`src/rtl/piped_adder_feeder_pkg.sv`:
```
// Shared types and helpers for the adder-tree argument framer.
// Imported by the framer top and its slot decoder.
package piped_adder_feeder_pkg;

    // What the framer does with its assembly buffer on the coming edge.
    typedef enum logic [1:0] {
        ACT_ACCUM  = 2'd0,
        ACT_EMIT   = 2'd1,
        ACT_RESYNC = 2'd2
    } feeder_action_e;

    // Fill counter width: log2 of the frame length, never narrower than one bit.
    function automatic int fill_width(input int n_args);
        return (n_args <= 2) ? 1 : $clog2(n_args);
    endfunction

endpackage

```
`src/rtl/piped_adder_feeder_if.sv`:
```
// Sample stream in, assembled argument bus out; the framer is the slave side.
// Parameters must match those of the framer instance it connects to.
interface piped_adder_feeder_if
    import piped_adder_feeder_pkg::*;
#(
    parameter int N_args    = 8,
    parameter int arg_width = 4
) ();
    localparam int cnt_width = fill_width(N_args);

    logic [arg_width-1:0]        din;
    logic                        din_valid;
    logic                        sync;
    logic                        flush;
    logic [N_args*arg_width-1:0] args_out;
    logic                        we;
    logic [cnt_width-1:0]        fill;
    logic                        discard;

    modport master (
        output din, din_valid, sync, flush,
        input  args_out, we, fill, discard
    );

    modport slave (
        input  din, din_valid, sync, flush,
        output args_out, we, fill, discard
    );
endinterface

```
`src/rtl/piped_adder_feeder_slot_decode.sv`:
```
// Turns the write index into a one-hot slot enable, gated by the accept strobe.
// Exactly one slot is written per accepted sample; none otherwise.
module piped_adder_feeder_slot_decode #(
    parameter int N_args    = 8,
    parameter int cnt_width = 3
) (
    input  logic [cnt_width-1:0] idx,
    input  logic                 en,
    output logic [N_args-1:0]    slot_en
);
    genvar gi;
    generate
        for (gi = 0; gi < N_args; gi++) begin : g_slot
            assign slot_en[gi] = en && (idx == cnt_width'(gi));
        end
    endgenerate
endmodule

```
`src/rtl/piped_adder_feeder.sv`:
```
// Serial-to-parallel framer feeding the pipelined adder tree: gathers N_args
// samples, then presents them on args_out with a one-cycle we pulse.
module piped_adder_feeder
    import piped_adder_feeder_pkg::*;
#(
    parameter int N_args    = 8,
    parameter int arg_width = 4
) (
    input  logic                 clk,
    input  logic                 resetn,
    piped_adder_feeder_if.slave  bus
);
    localparam int cnt_width = fill_width(N_args);
    localparam int bus_width = N_args * arg_width;
    localparam logic [cnt_width-1:0] last_slot = cnt_width'(N_args - 1);

    logic [bus_width-1:0] asm_reg;
    logic [bus_width-1:0] asm_next;
    logic [bus_width-1:0] out_reg;
    logic [cnt_width-1:0] fill_reg;
    logic [cnt_width-1:0] fill_next;
    logic [cnt_width-1:0] write_idx;
    logic                 we_reg;
    logic                 discard_reg;
    logic [N_args-1:0]    slot_en;
    logic                 completes;
    logic                 has_samples;
    feeder_action_e       action;

    // Completion outranks flush and sync; flush outranks sync so a flushed
    // partial frame is emitted rather than discarded.
    always_comb begin
        completes   = bus.din_valid && (fill_reg == last_slot);
        has_samples = bus.din_valid || (fill_reg != '0);
        action      = ACT_ACCUM;
        if (completes || (bus.flush && has_samples)) begin
            action = ACT_EMIT;
        end else if (bus.sync) begin
            action = ACT_RESYNC;
        end

        write_idx = (action == ACT_RESYNC) ? '0 : fill_reg;

        fill_next = fill_reg;
        case (action)
            ACT_EMIT:   fill_next = '0;
            ACT_RESYNC: fill_next = cnt_width'(bus.din_valid);
            default:    fill_next = fill_reg + cnt_width'(bus.din_valid);
        endcase
    end

    piped_adder_feeder_slot_decode #(
        .N_args    (N_args),
        .cnt_width (cnt_width)
    ) u_slot_decode (
        .idx     (write_idx),
        .en      (bus.din_valid),
        .slot_en (slot_en)
    );

    // Buffer with the incoming sample merged in; on resync the old contents
    // are dropped so a same-cycle sample lands alone in slot 0.
    genvar gi;
    generate
        for (gi = 0; gi < N_args; gi++) begin : g_merge
            assign asm_next[gi*arg_width +: arg_width] =
                slot_en[gi]              ? bus.din :
                (action == ACT_RESYNC)   ? '0      :
                                           asm_reg[gi*arg_width +: arg_width];
        end
    endgenerate

    always_ff @(posedge clk or negedge resetn) begin
        if (!resetn) begin
            asm_reg     <= '0;
            out_reg     <= '0;
            fill_reg    <= '0;
            we_reg      <= 1'b0;
            discard_reg <= 1'b0;
        end else begin
            asm_reg     <= (action == ACT_EMIT) ? '0 : asm_next;
            if (action == ACT_EMIT) begin
                out_reg <= asm_next;
            end
            fill_reg    <= fill_next;
            we_reg      <= (action == ACT_EMIT);
            discard_reg <= (action == ACT_RESYNC) && (fill_reg != '0);
        end
    end

    assign bus.args_out = out_reg;
    assign bus.we       = we_reg;
    assign bus.fill     = fill_reg;
    assign bus.discard  = discard_reg;
endmodule

```
`src/flat_wrapper.sv`:
```
// flat-port wrapper written by rule: the top's interface ports become plain ports
module piped_adder_feeder_flat import piped_adder_feeder_pkg::*;
#(
    parameter int N_args    = 8,
    parameter int arg_width = 4
)
  (clk, resetn, bus_din, bus_din_valid, bus_sync, bus_flush, bus_args_out, bus_we, bus_fill, bus_discard);
  piped_adder_feeder_if #(.N_args(N_args), .arg_width(arg_width)) bus_i ();
  input  logic clk;
  input  logic resetn;
  input wire logic [$bits(bus_i.din)-1:0] bus_din;
  input wire logic [$bits(bus_i.din_valid)-1:0] bus_din_valid;
  input wire logic [$bits(bus_i.sync)-1:0] bus_sync;
  input wire logic [$bits(bus_i.flush)-1:0] bus_flush;
  output wire logic [$bits(bus_i.args_out)-1:0] bus_args_out;
  output wire logic [$bits(bus_i.we)-1:0] bus_we;
  output wire logic [$bits(bus_i.fill)-1:0] bus_fill;
  output wire logic [$bits(bus_i.discard)-1:0] bus_discard;
  assign bus_i.din = bus_din;
  assign bus_i.din_valid = bus_din_valid;
  assign bus_i.sync = bus_sync;
  assign bus_i.flush = bus_flush;
  assign bus_args_out = bus_i.args_out;
  assign bus_we = bus_i.we;
  assign bus_fill = bus_i.fill;
  assign bus_discard = bus_i.discard;
  piped_adder_feeder #(.N_args(N_args), .arg_width(arg_width)) u_core (.clk(clk), .resetn(resetn), .bus(bus_i));
endmodule
```
`config.mk`:
```
export PLATFORM = sky130hd
export DESIGN_NAME = piped_adder_feeder_flat
export DESIGN_NICKNAME = d
export VERILOG_FILES = /design/src/rtl/piped_adder_feeder_pkg.sv /design/src/rtl/piped_adder_feeder_if.sv /design/src/rtl/piped_adder_feeder_slot_decode.sv /design/src/rtl/piped_adder_feeder.sv /design/src/flat_wrapper.sv
export SDC_FILE = /design/constraint.sdc
export NUM_CORES = 1
export LEC_CHECK = 0
export BUFFER_PORTS_ARGS = -buffer_cell sky130_fd_sc_hd__buf_2
export CAP_MARGIN = 25
export CORE_MARGIN = 1.5
export CORE_UTILIZATION = 36
export DETAILED_ROUTE_END_ITERATION = 8
export GPL_ROUTABILITY_DRIVEN = 0
export PLACE_DENSITY = 0.53
export RECOVER_POWER = 100
export SLEW_MARGIN = 20
export SYNTH_ARGS = -nofsm -noshare
export SYNTH_HDL_FRONTEND = slang
export SYNTH_SLANG_ARGS = --single-unit
export TNS_END_PERCENT = 1
```
`constraint.sdc`:
```
create_clock -name clk -period 2.15 [get_ports clk]
set_input_delay 0.3225 -clock clk [delete_from_list [all_inputs] [get_ports clk]]
set_output_delay 0.3225 -clock clk [all_outputs]
set_load 0.05 [all_outputs]
```
==> results of run 1 <==
power breakdown:
part	internal, mW	switching [mW]
sequential	1.43	0.0727
clock	0.658	0.517
combinational	0.172	0.697
worst max-delay path by stage:
stage	endpoint	slack (ns)	depth (start not counted)
floorplan	u_core.bus.args_out[4]$_DFFE_PN0P_	0.36	6
global placement	u_core.bus.args_out[19]$_DFFE_PN0P_	0.43	6
detailed placement	u_core.bus.args_out[19]$_DFFE_PN0P_	0.37	6
CTS	u_core.bus.args_out[19]$_DFFE_PN0P_	0.33	6
global route	u_core.bus.args_out[18]$_DFFE_PN0P_	0.08	5
finish	u_core.asm_reg[29]$_DFF_PN0_	0.27	5
critical path, cell delays in order (launching register included):
cell and delay (ns):
dfrtp_1 0.46, buf_4 0.20, nand4_2 0.24, nand3_4 0.25
or2_0 0.48, nor2_1 0.12
cell usage in the layout (no fill, tap or decap), types with 2 or more instances in the layout:
cell         n
bufinv_16    2
a22oi_1     12
a21bo_2      4
clkinvlp_4   2
dfrtp_1     69
buf_2        7
nor2_1      57
a31oi_1     13
mux2i_1     21
buf_12       2
inv_6        2
nand2_1     31
a21oi_1     37
clkbuf_8     9
buf_4        4
nor2b_1      4
ha_1         2
and3_1       4
clkbuf_1    38
nand3_1      7
final cells by class:
class / instances / share of cell area (%)
repair buffers: 53 / 7.51
multi-input cells: 204 / 33.0
clock buffers: 9 / 3.54
inverters: 1 / 0.107
well taps: 105 / 3.75
clock inverters: 7 / 2.79
flip-flops and latches: 69 / 49.3
layer usage:
layer	part of all wire (%)	wire, um	vias to the layer above	GRT usage, %
met3	4.7	308	10	4.59
met5	0	0	-	0
li1	-	-	1096	-
met1	49	3270	1092	21.4
met2	45	2960	46	25.1
met4	1.2	79	0	5.60
repair_timing:
action,CTS,global route
endpoints found under the hold margin,19,0
endpoints found under the setup margin,0,0
hold buffers,1,0
kinds of logic after synthesis:
kind of cell,count (synthesis),share of synthesized area [%]
mux,21,6.91
simple gates,112,16.0
xor+xnor,1,0.288
fa+ha+maj,2,0.822
buf+inv,23,5.79
compound gates,68,13.4
flops,69,56.7
metrics by stage:
step	setup WS (ns)	instances	hold slack [ns]	power, mW	utilization (%)
floorplan	0.357	296	0.0269	2.22	-
global placement	0.430	431	0.323	2.43	40.4
detailed placement	0.369	431	0.329	2.44	40.4
CTS	0.329	448	0.332	3.64	43.2
global route	0.0805	448	0.355	3.74	42.6
finish	0.271	448	0.351	3.55	42.6
==> results.txt, run 1 <==
Fin. max-slew vios - 0
Seq/Total Area, Yosys - 56.7%
Startpoint types - register
Mapped Nets - 307
Crit path time final - 1.88 ns
Wire per inst - 14.8 um
# Max-Cap Violations - 0
Design Area, Final - 0.00350 mm^2
H-tree levels - 3
Worst Setup End Kind - register
Yosys warning count - 0
Fmax - 532 MHz
Total negative slack - 0 ns
Hold Crit Class - input port to register
Final setup fails - 0
Leak - 1.54 nW
Port Buffer Count - 45
Initial DRT Pass Iterations - 5
Setup repair bufs after CTS - 0
Power Dens Cells - 1010 mW/mm^2
Worst Path Max Fanout - 10
Worst setup startpoint - u_core.bus.fill[0]$_DFF_PN0_
Synth Cell Area - 0.00304 mm^2
Main synth FF type - dfrtp_1
Via count - 2,244
Number of diodes - 0
Biggest area consumer among synthesized cells - dfrtp_1
Period utilization - 87.4%
Crit path required time - 2.36 ns
Hold path start - bus_din_valid
Initial antenna violation count - 0
Core Footprint - 0.00822 mm^2
Outcome - completed
Clk buf depth - 2
Critical R2R Capture - u_core.asm_reg[29]$_DFF_PN0_
Crit Path Class - register to register
Fillers - 830
Final #Nets - 349
Initial drt markers - 150
Synth top area cells - dfrtp_1 57%, nor2_1 7.0%, mux2i_1 6.9%, a21oi_1 6.1%, nand2_1 3.8%
Overflow left after global routing - 0
Pin count of the biggest net entering global routing - 49
FP Rows - 33
Routed Antenna Nets - 0
Rel. slew slack - 18.1%
Initial Util - 37.0%
Clock root buffer - clkbuf_8
Synthesized flop and latch total - 69
Post-synth EDFFs - 0
HPWL Detailed - 4440 um
CTS Sinks - 69
R2R Setup Slk - 0.27 ns
Die Width - 95.0 um
Library cells used by synthesis - 28
Die Y - 95.0 um
Worst-Skew Late Latency - 0.34 ns
Footprint of the multi-input gates - 0.00115 mm^2
Worst-path clk slew - 0.08 ns
Total track usage - 16.1%
Actual slew at the worst max-slew pin - 1.23 ns
Placed Area - 0.00332 mm^2
WL final - 6610 um
Post-cts sizing count - 0
RSZ-0062 raised after global routing - false
Register area - 0.00173 mm^2
Cells on worst reg2reg path - 5
Vias in the first global route - 2,150
Async SR Flop Fraction - 100%
TritonCTS clock tree - built
DRC - 0
I/O pins - 46
Synth top cells by count - 69 x dfrtp_1, 57 x nor2_1, 37 x a21oi_1, 31 x nand2_1, 21 x mux2i_1
Final Hold Fails - 0
Hold endpoint - u_core.bus.fill[0]$_DFF_PN0_
Maximum vdd drop - 477 uV
Share of the synthesized area in the top cell type - 56.7%
DR vias/cell - 5.01
WP data arrival - 2.09 ns
Wire length of the first global-routing pass - 10,800 um
Ratio of cells with drive above 1 in the final layout - 11.1%
Layout Skew - 0.00722 ns
Reg2reg start - u_core.bus.fill[0]$_DFF_PN0_
Area Overhead vs Synth - 15.0%
Cell with the most instances after synthesis - dfrtp_1
Cells after Synth - 296
Syn Area/Cell - 10.3 um^2
Hold depth - 3
Die footprint - 0.00902 mm^2
Total CTS buffers - 9
Power figures use the tool's default switching activity.
==> run 2: changes to the inputs <==
--- a/config.mk
+++ b/config.mk
@@ -5,13 +5,14 @@
 export SDC_FILE = /design/constraint.sdc
 export NUM_CORES = 1
 export LEC_CHECK = 0
-export BUFFER_PORTS_ARGS = -buffer_cell sky130_fd_sc_hd__buf_2
 export CAP_MARGIN = 25
 export CORE_MARGIN = 1.5
 export CORE_UTILIZATION = 36
 export DETAILED_ROUTE_END_ITERATION = 8
+export DONT_BUFFER_PORTS = 1
 export GPL_ROUTABILITY_DRIVEN = 0
-export PLACE_DENSITY = 0.53
+export GPL_TIMING_DRIVEN = 0
+export PLACE_DENSITY = 0.48
 export RECOVER_POWER = 100
 export SLEW_MARGIN = 20
 export SYNTH_ARGS = -nofsm -noshare
==> constraint.sdc (replaced) <==
create_clock -name clk -period 2.15 [get_ports clk]
set_input_delay 0.215 -clock clk [delete_from_list [all_inputs] [get_ports clk]]
set_output_delay 0.215 -clock clk [all_outputs]
set_load 0.05 [all_outputs]
==> run 2 against run 1 <==
Non-clock buffer count decreased by 29. Maximum frequency decreased by 5.4%. Hold slack got worse by 0.34 ns. Clock-buffer cell count increased by 1. Design area decreased by 2.3%. Largest cell class unchanged. Critical endpoint is now u_core.bus.args_out[11]$_DFFE_PN0P_.
==> results.txt, run 2 (synthesis gave the netlist of run 1 again) <==
Outcome - completed
Met3 WL post-DR - 355 um (+15%)
Worst Setup End Kind - register
Wire length of the first global-routing pass - 11,400 um (+5.2%)
Ratio of cells with drive above 1 in the final layout - 15.6% (+4.5 points)
RSZ-0062 raised after global routing - false
Routed Antenna Nets - 0 (unchanged)
Crit path time final - 1.99 ns (+0.108 ns)
Port Buffer Count - 0 (-100%)
Via count - 2,109 (-6.0%)
Hold Crit Class - input port to register
Die Y - 95.0 um (unchanged)
Initial antenna violation count - 0 (unchanged)
DRC - 0 (unchanged)
Switching share of power - 36.0% (-0.27 points)
Die footprint - 0.00902 mm^2 (unchanged)
Initial DRT Pass Iterations - 4 (-1)
Cells on worst reg2reg path - 6 (+1)
Total negative slack - 0 ns (unchanged)
Final hold slack - 0.0141 ns (-0.337 ns)
Fmax - 503 MHz (-5.4%)
I/O pins - 46 (unchanged)
Die Width - 95.0 um (unchanged)
Combinational fraction of design power - 10.4% (-14 points)
Final setup fails - 0 (unchanged)
Total track usage - 17.2% (+1.1 points)
Layout Skew - 0.0162 ns (+0.00896 ns)
Overflow left after global routing - 0 (unchanged)
Final Hold Fails - 0 (unchanged)
Met2 WL - 3160 um (+6.9%)
Vias in the first global route - 2,195 (+2.1%)
Clock root buffer - clkbuf_8
Most frequent cells in the layout - 66 x dfrtp_1, 57 x nor2_1, 37 x a21oi_1
Top layer in use - met4
Initial drt markers - 75 (-50%)
Area Overhead vs Synth - 12.4%
Hold depth - 2 (-1)
Total CTS buffers - 9 (unchanged)
DR vias/cell - 5.03 (+0.49%)
Routed metal-1 wire length - 3320 um (+1.7%)
Worst-path clk slew - 0.08 ns (about the same)
Fin. max-slew vios - 0 (unchanged)
Setup repair bufs after CTS - 0 (unchanged)
Number of diodes - 0 (unchanged)
Leak - 1.54 nW (about the same)
CTS Sinks - 69 (unchanged)
Most common cell after layout, fill and taps aside - dfrtp_1
Initial Util - 37.0% (unchanged)
Crit path required time - 2.37 ns (about the same)
Crit Path Class - register to register
Final #Nets - 320 (-8.3%)
Actual slew at the worst max-slew pin - 0.943 ns (-0.286 ns)
TritonCTS clock tree - built
Rel. slew slack - 37.2% (+19 points)
Startpoint types - register
Hold endpoint - u_core.bus.fill[0]$_DFF_PN0_
Hold path start - bus_din_valid
Flop pwr share - 55.6% (+13 points)
Worst Path Max Fanout - 10 (unchanged)
# Max-Cap Violations - 0 (unchanged)
Pin count of the biggest net entering global routing - 70 (+43%)
R2R Setup Slk - 0.16 ns (-0.11 ns)
Internal Pwr Total - 2.24 mW (-0.91%)
WP data arrival - 2.21 ns (+0.12 ns)
Switching power - 1.26 mW (-2.1%)
Period utilization - 92.4% (+5.0 points)
HPWL Detailed - 4500 um (+1.3%)
Wire per inst - 16.6 um (+12%)
Critical R2R Capture - u_core.bus.args_out[11]$_DFFE_PN0P_
H-tree levels - 3 (unchanged)
WL final - 6940 um (+4.9%)
FP Rows - 33 (unchanged)
Clk buf depth - 2 (unchanged)
Clock share of power - 34.0% (+0.9 points)
Power Dens Cells - 1020 mW/mm^2 (+0.95%)
Reg2reg start - u_core.bus.fill[0]$_DFF_PN0_
Worst-Skew Late Latency - 0.35 ns (about the same)
Core Footprint - 0.00822 mm^2 (unchanged)
Maximum vdd drop - 339 uV (-29%)
run 2: cell type report:
class                   instances  area [um^2]
repair buffers                  2         17.5
fillers                       810         4800
multi-input cells             204         1140
flip-flops and latches         69         1730
well taps                     105          131
clock buffers                  10          138
plain buffers                  22          173
clock inverters                 6         86.3
inverters                       1         3.75
run 2: how the worst max path moves through the flow:
stage | start | endpoint | slack, ns | cells past startpoint
finish | u_core.bus.fill[0]$_DFF_PN0_ | u_core.bus.args_out[11]$_DFFE_PN0P_ | 0.16 | 6
floorplan | u_core.bus.fill[0]$_DFF_PN0_ | u_core.bus.args_out[4]$_DFFE_PN0P_ | 0.36 | 6
detailed placement | u_core.bus.fill[0]$_DFF_PN0_ | u_core.bus.args_out[9]$_DFFE_PN0P_ | 0.02 | 6
global route | u_core.bus.fill[0]$_DFF_PN0_ | u_core.bus.args_out[8]$_DFFE_PN0P_ | 0.03 | 6
global placement | u_core.bus.fill[0]$_DFF_PN0_ | u_core.bus.args_out[9]$_DFFE_PN0P_ | 0.03 | 6
CTS | u_core.bus.fill[2]$_DFF_PN0_ | u_core.bus.args_out[11]$_DFFE_PN0P_ | 0.03 | 6
run 2: metal layers:
layer  track usage [%]  vias to the layer above
li1                  -                     1039
met1              22.7                     1018
met5                 0                        -
met2              26.5                       41
met3              5.80                       11
met4              5.60                        0
run 2: critical path, stage by stage, from the launching register on:
cell and delay, ns:
dfrtp_2 0.54, buf_2 0.27, nand4_2 0.24, nand3_1 0.18
buf_4 0.19, clkbuf_2 0.31, a21oi_1 0.11
run 2: power groups by stage:
stage	clock [mW]	sequential (mW)	combinational, mW
after floorplan	0	1.95	0.264
after global placement	0	1.97	0.336
after detailed placement	0	1.98	0.339
after CTS	1.21	1.95	0.376
after global routing	1.29	1.97	0.418
final	1.19	1.95	0.362
run 2: per-stage QoR:
stage	util, %	power, mW	setup slack [ns]	instance area (um^2)	instances
2_1_floorplan	-	2.22	0.357	3040	296
3_3_place_gp	38.6	2.31	0.0282	3180	401
3_5_place_dp	38.6	2.32	0.0156	3180	401
4_1_cts	41.8	3.54	0.0288	3440	419
5_1_grt	41.6	3.68	0.0274	3420	419
6_report	41.6	3.50	0.163	3420	419
run 2: timing repair:
item / in CTS / in global routing
hold buffers: 2 / 0
setup endpoints to repair: 1 / 49
endpoints found under the hold margin: 69 / 0
gates cloned: 0 / 0
pin swaps: 0 / 0
resized for setup: 1 / 2
==> run 3: changes to the inputs <==
--- a/config.mk
+++ b/config.mk
@@ -7,12 +7,12 @@
 export LEC_CHECK = 0
 export CAP_MARGIN = 25
 export CORE_MARGIN = 1.5
-export CORE_UTILIZATION = 36
+export CORE_UTILIZATION = 50
 export DETAILED_ROUTE_END_ITERATION = 8
 export DONT_BUFFER_PORTS = 1
 export GPL_ROUTABILITY_DRIVEN = 0
 export GPL_TIMING_DRIVEN = 0
-export PLACE_DENSITY = 0.48
+export PLACE_DENSITY = 0.63
 export RECOVER_POWER = 100
 export SLEW_MARGIN = 20
 export SYNTH_ARGS = -nofsm -noshare
==> run 3 against run 2 <==
First-iteration DRC count is 55% higher. Utilization grew 16 points. Register-to-register slack improved by 0.04 ns. Highest routed layer unchanged.
==> results.txt, run 3 (synthesis gave the netlist of run 1 again) <==
Critical R2R Capture - u_core.bus.args_out[8]$_DFFE_PN0P_
Final #Nets - 320 (unchanged)
Fmax - 514 MHz (+2.2%)
Clock root buffer - clkbuf_8
WL final - 6350 um (-8.5%)
Initial DRT Pass Iterations - 4 (unchanged)
Power Dens Cells - 1010 mW/mm^2 (-1.4%)
Slowest CP cell - dfrtp_2
Crit-path cells - clkbuf_2 > nand4_2 > nand3_1 > buf_4 > buf_2 > a21oi_1
Cells on worst reg2reg path - 6 (unchanged)
Worst-Skew Late Latency - 0.34 ns (about the same)
Layout Skew - 0.0127 ns (-0.00342 ns)
Die Width - 81.0 um (-15%)
Wire length of the first global-routing pass - 10,400 um (-8.5%)
Period utilization - 90.5% (-2.0 points)
RSZ-0062 raised after global routing - false
Die Y - 81.0 um (-15%)
Buf/Inv on CP - 3 (unchanged)
Wire per inst - 16.3 um (-1.5%)
Footprint of the multi-input gates - 0.00114 mm^2 (unchanged)
HPWL Detailed - 4050 um (-9.9%)
I/O pins - 46 (unchanged)
CTS Sinks - 69 (unchanged)
Initial antenna violation count - 0 (unchanged)
Crit path time final - 1.94 ns (-0.0422 ns)
DRC - 0 (unchanged)
TritonCTS clock tree - built
Dpl cells - 371 (-7.5%)
Total negative slack - 0 ns (unchanged)
Core Footprint - 0.00589 mm^2 (-28%)
Most frequent cells in the layout - 66 x dfrtp_1, 57 x nor2_1, 37 x a21oi_1
Outcome - completed
Switching share of power - 35.8% (-0.21 points)
Area Overhead vs Synth - 10.7%
Worst Setup End Kind - register
# Max-Cap Violations - 0 (unchanged)
FP Rows - 28 (-15%)
Maximum vdd drop - 547 uV (+61%)
Reg2reg start - u_core.bus.fill[0]$_DFF_PN0_
Rel. slew slack - 38.6% (+1.4 points)
Die footprint - 0.00657 mm^2 (-27%)
Register area - 0.00173 mm^2 (unchanged)
Most common cell after layout, fill and taps aside - dfrtp_1
Leak - 1.54 nW (about the same)
Design Area, Final - 0.00337 mm^2 (-1.5%)
DR vias/cell - 5.48 (+8.9%)
Number of diodes - 0 (unchanged)
Crit path to - u_core.bus.args_out[8]$_DFFE_PN0P_
WP data arrival - 2.15 ns (-0.06 ns)
Total track usage - 21.7% (+4.5 points)
Crit Path Class - register to register
Initial Util - 51.7% (+15 points)
Power Total - 3.40 mW (-2.9%)
Clock share of power - 32.2% (-1.8 points)
Actual slew at the worst max-slew pin - 0.921 ns (-0.0214 ns)
Startpoint types - register
Overflow left after global routing - 0 (unchanged)
Ratio of cells with drive above 1 in the final layout - 15.6% (unchanged)
Fin. max-slew vios - 0 (unchanged)
Pin count of the biggest net entering global routing - 70 (unchanged)
CP max stage delay - 0.54 ns (about the same)
CP delay by family, top - buffers and inverters
Vias in the first global route - 2,032 (-7.4%)
Total CTS buffers - 9 (unchanged)
Final non-filler cell total - 389 (-7.2%)
Crit path depth - 6 (unchanged)
Worst Path Max Fanout - 10 (unchanged)
Port Buffer Count - 0 (unchanged)
Hold Crit Class - input port to register
Clk buf depth - 2 (unchanged)
Switching power - 1.22 mW (-3.4%)
Flop pwr share - 57.2% (+1.6 points)
Final Hold Fails - 0 (unchanged)
Via count - 2,132 (+1.1%)
Fillers - 521 (-36%)
Worst-path clk slew - 0.08 ns (about the same)
Final hold slack - 0.0335 ns (+0.0195 ns)
Initial drt markers - 116 (+55%)
H-tree levels - 3 (unchanged)
Final setup fails - 0 (unchanged)
Crit path required time - 2.36 ns (about the same)
Placed Area - 0.00314 mm^2 (-1.2%)
Combinational fraction of design power - 10.5% (about the same)
R2R Setup Slk - 0.21 ns (+0.04 ns)
Worst setup startpoint - u_core.bus.fill[0]$_DFF_PN0_
Internal Pwr Total - 2.18 mW (-2.5%)
Routed Antenna Nets - 0 (unchanged)
[run 3: cell count changes in the layout (fill, tap and decap cells not counted)]
cell	before	now
clkinvlp_4	1	0
clkinv_4	1	0
clkinv_2	2	3
clkbuf_2	4	6
clkbuf_8	10	12
buf_2	5	3
bufinv_16	2	1
[run 3: worst min path at each step]
stage / to / slack [ns] / startpoint / cells past startpoint
6_report: u_core.bus.fill[0]$_DFF_PN0_ / 0.03 / bus_din_valid / 2
5_1_grt: u_core.bus.fill[0]$_DFF_PN0_ / 0.04 / bus_din_valid / 2
4_1_cts: u_core.bus.fill[0]$_DFF_PN0_ / 0.02 / bus_din_valid / 2
3_5_place_dp: u_core.bus.args_out[2]$_DFFE_PN0P_ / -0.08 / resetn / 0
3_3_place_gp: u_core.bus.args_out[2]$_DFFE_PN0P_ / -0.08 / resetn / 0
2_1_floorplan: u_core.asm_reg[0]$_DFF_PN0_ / -0.08 / resetn / 0
[run 3: layer usage]
metal	wire [um]	global-route usage (%)	vias up
li1	-	-	1037
met1	3020	30.0	1038
met2	2950	32.5	45
met3	246	4.49	12
met4	131	10.7	0
met5	0	0	-
[run 3: final cells by class]
type | count | share of cell area (%)
sequential | 69 | 51.4
multi-input combinational | 204 | 33.9
buffer | 22 | 5.12
clock buffer | 12 | 4.90
tap | 75 | 2.78
clock inverter | 4 | 1.34
timing repair buffer | 2 | 0.520
inverter | 1 | 0.111
[run 3: stage by stage]
| step | utilization [%] | setup slack (ns) |
|---|---|---|
| after floorplan | - | 0.357 |
| after global placement | 53.3 | 0.0666 |
| after detailed placement | 53.3 | 0.0327 |
| after CTS | 57.5 | 0.0146 |
| after global routing | 57.2 | 0.0264 |
| final | 57.2 | 0.205 |
[run 3: timing repair]
action,CTS,global route
hold endpoints to repair,69,0
buffers inserted,0,0
setup endpoints to repair,0,57
hold buffers,2,0
resized for setup,0,3
[run 3: power by group through the flow]
stage          registers (mW)  clock network (mW)  logic [mW]
2_1_floorplan            1.95                   0       0.264
3_3_place_gp             1.97                   0       0.328
3_5_place_dp             1.97                   0       0.334
4_1_cts                  1.95                1.11       0.371
5_1_grt                  1.97                1.16       0.409
6_report                 1.95                1.10       0.358
